$ cat config.mk
export PLATFORM = sky130hd
export DESIGN_NAME = cache_dm
export DESIGN_NICKNAME = d
export VERILOG_FILES = /design/src/rtl/cache_dm.sv
export SDC_FILE = /design/constraint.sdc
export NUM_CORES = 1
export LEC_CHECK = 0
export CAP_MARGIN = 20
export CORE_MARGIN = 4
export CORE_UTILIZATION = 50
export CTS_BUF_LIST = sky130_fd_sc_hd__clkbuf_8 sky130_fd_sc_hd__clkbuf_16
export CTS_CLUSTER_DIAMETER = 50
export DETAILED_ROUTE_END_ITERATION = 6
export DONT_BUFFER_PORTS = 1
export PLACE_DENSITY_LB_ADDON = 0.08
export SLEW_MARGIN = 10
export SYNTH_ARGS = -nofsm -noshare
export SYNTH_HDL_FRONTEND = slang
export SYNTH_SLANG_ARGS = --single-unit
$ cat constraint.sdc
create_clock -name clk -period 5.3 [get_ports clk]
set_input_delay 0.53 -clock clk [delete_from_list [all_inputs] [get_ports clk]]
set_output_delay 0.53 -clock clk [all_outputs]
set_load 0.02 [all_outputs]
$ cat src/rtl/cache_dm.sv
// Direct-mapped, write-through, no-write-allocate cache with one word per line.
// Ports: clk/rst (async, active-low); CPU side req_valid/req_ready, op_type,
// address, i_val, resp_valid, o_val; flush; memory side mem_req_valid/ready,
// mem_we, mem_addr, mem_wdata, mem_resp_valid, mem_rdata; hit_cnt/miss_cnt.
module cache_dm #(
    parameter int LINES  = 16,
    parameter int ADDR_W = 32,
    parameter int DATA_W = 32
) (
    input  logic              clk,
    input  logic              rst,
    input  logic              req_valid,
    output logic              req_ready,
    input  logic              op_type,
    input  logic [ADDR_W-1:0] address,
    input  logic [DATA_W-1:0] i_val,
    output logic              resp_valid,
    output logic [DATA_W-1:0] o_val,
    input  logic              flush,
    output logic              mem_req_valid,
    input  logic              mem_req_ready,
    output logic              mem_we,
    output logic [ADDR_W-1:0] mem_addr,
    output logic [DATA_W-1:0] mem_wdata,
    input  logic              mem_resp_valid,
    input  logic [DATA_W-1:0] mem_rdata,
    output logic [31:0]       hit_cnt,
    output logic [31:0]       miss_cnt
);

    localparam int IDX_W = $clog2(LINES);
    localparam int TAG_W = ADDR_W - IDX_W - 2;

    typedef enum logic [1:0] {
        IDLE,
        MEM_REQ,
        MEM_WAIT
    } state_t;

    state_t              state_q, state_d;
    logic [LINES-1:0]    valid_q, valid_d;
    logic                resp_valid_q, resp_valid_d;
    logic [DATA_W-1:0]   o_val_q, o_val_d;
    logic                mem_req_valid_q, mem_req_valid_d;
    logic                mem_we_q, mem_we_d;
    logic [ADDR_W-1:0]   mem_addr_q, mem_addr_d;
    logic [DATA_W-1:0]   mem_wdata_q, mem_wdata_d;
    logic [31:0]         hit_cnt_q, hit_cnt_d;
    logic [31:0]         miss_cnt_q, miss_cnt_d;

    // Tag and data storage carry no reset; the valid bits gate their use.
    logic [TAG_W-1:0]    tag_mem  [LINES];
    logic [DATA_W-1:0]   data_mem [LINES];

    logic                line_we;
    logic [IDX_W-1:0]    line_idx;
    logic [TAG_W-1:0]    line_tag;
    logic [DATA_W-1:0]   line_data;

    logic [IDX_W-1:0]    req_idx;
    logic [TAG_W-1:0]    req_tag;
    logic                req_hit;
    logic [IDX_W-1:0]    fill_idx;
    logic [TAG_W-1:0]    fill_tag;
    logic                addr_unused;

    assign req_idx     = address[IDX_W+1:2];
    assign req_tag     = address[ADDR_W-1:IDX_W+2];
    assign req_hit     = valid_q[req_idx] && (tag_mem[req_idx] == req_tag);
    // The outstanding request address doubles as the refill location.
    assign fill_idx    = mem_addr_q[IDX_W+1:2];
    assign fill_tag    = mem_addr_q[ADDR_W-1:IDX_W+2];
    assign addr_unused = &address[1:0];

    assign req_ready     = (state_q == IDLE) && !flush;
    assign resp_valid    = resp_valid_q;
    assign o_val         = o_val_q;
    assign mem_req_valid = mem_req_valid_q;
    assign mem_we        = mem_we_q;
    assign mem_addr      = mem_addr_q;
    assign mem_wdata     = mem_wdata_q;
    assign hit_cnt       = hit_cnt_q;
    assign miss_cnt      = miss_cnt_q;

    always_comb begin
        state_d         = state_q;
        valid_d         = valid_q;
        resp_valid_d    = 1'b0;
        o_val_d         = o_val_q;
        mem_req_valid_d = mem_req_valid_q;
        mem_we_d        = mem_we_q;
        mem_addr_d      = mem_addr_q;
        mem_wdata_d     = mem_wdata_q;
        hit_cnt_d       = hit_cnt_q;
        miss_cnt_d      = miss_cnt_q;
        line_we         = 1'b0;
        line_idx        = req_idx;
        line_tag        = req_tag;
        line_data       = i_val;

        unique case (state_q)
            IDLE: begin
                if (flush) begin
                    valid_d = '0;
                end else if (req_valid) begin
                    if (!op_type && req_hit) begin
                        resp_valid_d = 1'b1;
                        o_val_d      = data_mem[req_idx];
                        hit_cnt_d    = hit_cnt_q + 32'd1;
                    end else begin
                        state_d         = MEM_REQ;
                        mem_req_valid_d = 1'b1;
                        mem_we_d        = op_type;
                        mem_addr_d      = {address[ADDR_W-1:2], 2'b00};
                        if (op_type) begin
                            mem_wdata_d = i_val;
                            line_we     = req_hit;
                        end else begin
                            miss_cnt_d  = miss_cnt_q + 32'd1;
                        end
                    end
                end
            end
            MEM_REQ: begin
                if (mem_req_ready) begin
                    mem_req_valid_d = 1'b0;
                    state_d         = MEM_WAIT;
                end
            end
            MEM_WAIT: begin
                if (mem_resp_valid) begin
                    state_d      = IDLE;
                    resp_valid_d = 1'b1;
                    if (!mem_we_q) begin
                        o_val_d           = mem_rdata;
                        valid_d[fill_idx] = 1'b1;
                        line_we           = 1'b1;
                        line_idx          = fill_idx;
                        line_tag          = fill_tag;
                        line_data         = mem_rdata;
                    end
                end
            end
            default: state_d = IDLE;
        endcase
    end

    always_ff @(posedge clk or negedge rst) begin
        if (!rst) begin
            state_q         <= IDLE;
            valid_q         <= '0;
            resp_valid_q    <= 1'b0;
            o_val_q         <= '0;
            mem_req_valid_q <= 1'b0;
            mem_we_q        <= 1'b0;
            mem_addr_q      <= '0;
            mem_wdata_q     <= '0;
            hit_cnt_q       <= '0;
            miss_cnt_q      <= '0;
        end else begin
            state_q         <= state_d;
            valid_q         <= valid_d;
            resp_valid_q    <= resp_valid_d;
            o_val_q         <= o_val_d;
            mem_req_valid_q <= mem_req_valid_d;
            mem_we_q        <= mem_we_d;
            mem_addr_q      <= mem_addr_d;
            mem_wdata_q     <= mem_wdata_d;
            hit_cnt_q       <= hit_cnt_d;
            miss_cnt_q      <= miss_cnt_d;
        end
    end

    always_ff @(posedge clk) begin
        if (line_we) begin
            tag_mem[line_idx]  <= line_tag;
            data_mem[line_idx] <= line_data;
        end
    end

endmodule

==> tab_implementation.tex <==
\begin{tabular}{lr}
\hline
Metric & Value \\
\hline
\multicolumn{2}{l}{\textbf{Status}} \\
\quad Result of the run & complete, no violations \\
\multicolumn{2}{l}{\textbf{Clock tree}} \\
\quad Clock latency on the worst-skew pair & 0.72 ns \\
\quad Count of H-tree levels built during CTS & 4 \\
\quad CTS root buf & sky130\_fd\_sc\_hd\_\_clkbuf\_16 \\
\quad Clock tree from TritonCTS & built \\
\quad Reg clk slew, reported paths & 0.05 ns \\
\quad TritonCTS Buffers & between 100 and 150 \\
\quad Sinks on Clock Net & 1107 \\
\quad Clock buffer depth & 3 \\
\quad Postcts setup bufs & 0 \\
\multicolumn{2}{l}{\textbf{Worst setup path}} \\
\quad Crit-path max cell delay & just over 0.8 ns \\
\quad CP cell instances & mux4\_2, mux2i\_1, mux2i\_1, xnor2\_1, nand2\_1, or4b\_1, nor4\_4, buf\_4, a21oi\_4, buf\_12, mux2\_1 \\
\quad Critical Path Source Type & input port \\
\quad Kind of end point of the critical path & flip-flop \\
\quad Startpoint-to-endpoint class of the critical path & input port to flip-flop \\
\quad CP Data Arrival Time & roughly 5.2 ns \\
\quad Cell seen most often among critical-path stages & sky130\_fd\_sc\_hd\_\_mux2i\_1 \\
\quad Cell with the largest stage delay on the worst path & sky130\_fd\_sc\_hd\_\_mux4\_2 \\
\quad Max Fanout on Critical Path & 225 \\
\quad Number of buffer and inverter instances along the worst setup path & 2 \\
\quad Endpoint required time on the critical path & between 5 and 6 ns \\
\quad Kind of cell adding the most delay to the critical path & multiplexers \\
\multicolumn{2}{l}{\textbf{Route}} \\
\quad Number of DRC violations after detailed routing & 0 \\
\quad Count of routing violations after the opening detailed-route iteration & 2225 \\
\quad WL/cell & 28.6 um \\
\quad Final ANT Viol Nets & 0 \\
\quad Total wire length & around 100 mm \\
\quad 1st-pass router iterations & 5 \\
\quad Vias & about 22000 \\
\quad Mean number of vias per cell & about 6.1 \\
\multicolumn{2}{l}{\textbf{STA}} \\
\quad Hold Fails Final Rpt & 0 \\
\quad Final Skew & 0.0227 ns \\
\quad Final setup fails & 0 \\
\quad Max-Slew Margin vs Limit & about a quarter \\
\quad Slew @ Worst Pin & about 1.1 ns \\
\quad Clock period minus final worst setup slack & about 4.7 ns \\
\quad Number of max-slew violations in the final report & 0 \\
\quad Unrepaired setup endpoints after global routing & no \\
\quad Achievable Freq & 215 MHz \\
\quad Smallest setup slack after layout & about 0.65 ns \\
\quad Final cycle utilization of the critical path & between 80 and 90\% \\
\multicolumn{2}{l}{\textbf{Place}} \\
\quad RePlAce Congestion & $\sim$0.8 \\
\quad DPL Wire Length & 54.4 mm \\
\quad Placed Instances & 3324 \\
\quad Area after DPL & 0.0458 mm2 \\
\quad Number of I/O port buffers & 0 \\
\quad Placement-stage worst setup slack & 0.399 ns \\
\multicolumn{2}{l}{\textbf{Die}} \\
\quad Initial cell density of the core & 50.6\% \\
\quad Floorplan core area & 0.0872 mm2 \\
\quad IO Count & 267 \\
\quad Die height & 305 um \\
\quad Die Footprint & 0.0931 mm2 \\
\quad Core Rows & 108 \\
\quad Width of the die & 305 um \\
\multicolumn{2}{l}{\textbf{Synth}} \\
\quad Count of distinct cell types in the synthesized netlist & 61 \\
\quad Primary flip-flop cell chosen by synthesis mapping & sky130\_fd\_sc\_hd\_\_edfxtp\_1 \\
\quad Share of the yosys chip area belonging to registers & 73.3\% \\
\quad Combined area of all synthesized cells & $\sim$0.044 mm2 \\
\quad Asr flop ratio synth & 16.2\% \\
\quad Count of yosys warnings during synthesis & 0 \\
\quad Number of synthesized flops with an enable pin & 928 \\
\quad Synthesized instance count & 2235 \\
\quad Register bit count reported by yosys & 1107 \\
\quad Avg Synthesized Cell Area & 19.8 um2 \\
\multicolumn{2}{l}{\textbf{GRT}} \\
\quad Total global routing overflow & 0 \\
\quad Largest net degree at the start of global routing & 232 \\
\quad Number of antenna violations at the first check in global routing & 2 \\
\quad Global-route wire length before repair & about 150 mm \\
\quad Number of global-route vias before repair & 23000 \\
\quad All-layer global routing usage & around 22\% \\
\multicolumn{2}{l}{\textbf{Pwr}} \\
\quad Static leakage & 17.4 nW \\
\quad Worst IR drop on VDD & 335 uV \\
\quad Power after layout & 20.6 mW \\
\quad Pwr dens & about 400 mW/mm2 \\
\multicolumn{2}{l}{\textbf{Hold path}} \\
\quad Hold WC Path Type & input port to flip-flop \\
\multicolumn{2}{l}{\textbf{Finish}} \\
\quad Post-Layout Inst Area & 0.0507 mm2 \\
\quad Relative area change from synthesis to final layout & 14.9\% \\
\quad Highest-count cells in the layout ignoring fill and taps & 928 x sky130\_fd\_sc\_hd\_\_edfxtp\_1, 270 x sky130\_fd\_sc\_hd\_\_mux4\_2, 204 x sky130\_fd\_sc\_hd\_\_nand2\_1 \\
\quad Most common library cell in the layout ignoring fill and taps & sky130\_fd\_sc\_hd\_\_edfxtp\_1 \\
\quad Count of placed standard cells in the final layout, fillers left out & about 3600 \\
\quad Final core utilization & 58.2\% \\
\quad Number of nets in the layout & around 2500 \\
\quad Share of layout cells above drive strength 1 & 26.3\% \\
\multicolumn{2}{l}{\textbf{Flow run}} \\
\quad Reported max-cap violation count & 0 \\
\hline
\end{tabular}
cell type report:
class                           instances  area [um2]
Fill cell                            6397       36400
Sequential cell                      1107       32300
Multi-Input combinational cell       1009       11300
Clock buffer                          143        3510
Tap cell                             1155        1450
Timing Repair Buffer                  110        1360
Clock inverter                         90         703
Inverter                                7        28.8
Antenna cell                            2        5.00
metrics by stage:
stage                     TNS [ns]  hold slack [ns]
after floorplan            -219.98            0.234
after detailed placement         0            0.243
after global routing             0           0.0528
after CTS                        0          0.00382
after global placement           0            0.242
final                            0           0.0739
repair_timing:
action | CTS | global route
hold buffers | 64 | 0
gates resized for setup | 0 | 0
endpoints found under the hold margin | 240 | 0
flip-flops by register name, indices dropped and copies added (netlist names):
| register | flops |
|---|---|
| data_mem | 512 |
| tag_mem | 416 |
| hit_cnt | 32 |
| mem_wdata | 32 |
| miss_cnt | 32 |
| o_val | 32 |
| mem_addr | 30 |
| valid_q | 16 |
| state_q | 2 |
| mem_req_valid | 1 |
| mem_we | 1 |
| resp_valid | 1 |
worst register-to-register path, cell delays in order (launching register included):
cell	delay (ns)
sky130_fd_sc_hd__edfxtp_1	0.36
sky130_fd_sc_hd__mux4_2	0.48
sky130_fd_sc_hd__mux4_2	0.49
sky130_fd_sc_hd__xnor2_1	0.41
sky130_fd_sc_hd__nand4_1	0.17
sky130_fd_sc_hd__or4b_1	0.58
sky130_fd_sc_hd__nor4_4	0.61
sky130_fd_sc_hd__buf_4	0.60
sky130_fd_sc_hd__a21oi_4	0.18
sky130_fd_sc_hd__buf_12	0.19
sky130_fd_sc_hd__mux2_1	0.42
cell families after synthesis:
logic type / share of synthesized area [%]
compound gates: 0.850
simple gates: 4.60
flops: 73.3
other cells: 0.00850
xor+xnor: 1.74
buf+inv: 1.44
mux: 18.0
fa+ha+maj: 0.0567
routing by layer:
metal / routed length, um / share of wire (%) / track usage [%]
met5: 0 / 0 / 0
met3: 6320 / 6.1 / 4.08
met2: 51100 / 49 / 36.3
met4: 1570 / 1.5 / 5.51
met1: 44600 / 43 / 32.1
Yosys cell counts, types with 7 or more instances:
cell | number | area share (%)
sky130_fd_sc_hd__mux4_2 | 270 | 14
sky130_fd_sc_hd__buf_6 | 14 | 0.36
sky130_fd_sc_hd__nor2_1 | 59 | 0.50
sky130_fd_sc_hd__nor3_1 | 20 | 0.23
sky130_fd_sc_hd__buf_1 | 33 | 0.28
sky130_fd_sc_hd__xnor2_1 | 44 | 0.87
sky130_fd_sc_hd__buf_2 | 18 | 0.20
sky130_fd_sc_hd__a21oi_1 | 18 | 0.20
sky130_fd_sc_hd__edfxtp_1 | 928 | 63
sky130_fd_sc_hd__xor2_1 | 42 | 0.83
sky130_fd_sc_hd__clkbuf_1 | 38 | 0.32
sky130_fd_sc_hd__mux2_1 | 34 | 0.87
sky130_fd_sc_hd__mux2_2 | 96 | 2.4
sky130_fd_sc_hd__and3_1 | 18 | 0.26
sky130_fd_sc_hd__nand4_1 | 24 | 0.34
sky130_fd_sc_hd__nand3_1 | 33 | 0.37
sky130_fd_sc_hd__nand2_1 | 205 | 1.7
sky130_fd_sc_hd__buf_4 | 8 | 0.14
sky130_fd_sc_hd__nor4_1 | 7 | 0.099
sky130_fd_sc_hd__dfrtp_1 | 179 | 10
sky130_fd_sc_hd__mux2i_1 | 36 | 0.82
report_power, final:
group	leakage (nW)	switching, mW	internal (mW)	total (mW)
logic	4.62	0.691	0.625	1.32
registers	10.6	0.733	9.95	10.7
clock network	2.18	3.43	5.21	8.64
path summary, 6_finish.rpt:
kind                                                   to  slack, ns                     from  depth (start not counted)
worst max-delay path             mem_addr[26]$_DFFE_PN0P_       0.65               address[3]                         11
worst min-delay path            mem_req_valid$_DFFE_PN0P_       0.07            mem_req_ready                          2
worst max register to register   mem_addr[26]$_DFFE_PN0P_       0.69  tag_mem[3][1]$_DFFE_PP_                         10
worst min register to register    valid_q[13]$_DFFE_PN0P_       0.49  valid_q[13]$_DFFE_PN0P_                          2
max in group asynchronous        mem_addr[30]$_DFFE_PN0P_       3.94                      rst                          2
min in group asynchronous       mem_wdata[20]$_DFFE_PN0P_       0.50                      rst                          2
No activity file was read; power rests on OpenSTA's default activity.
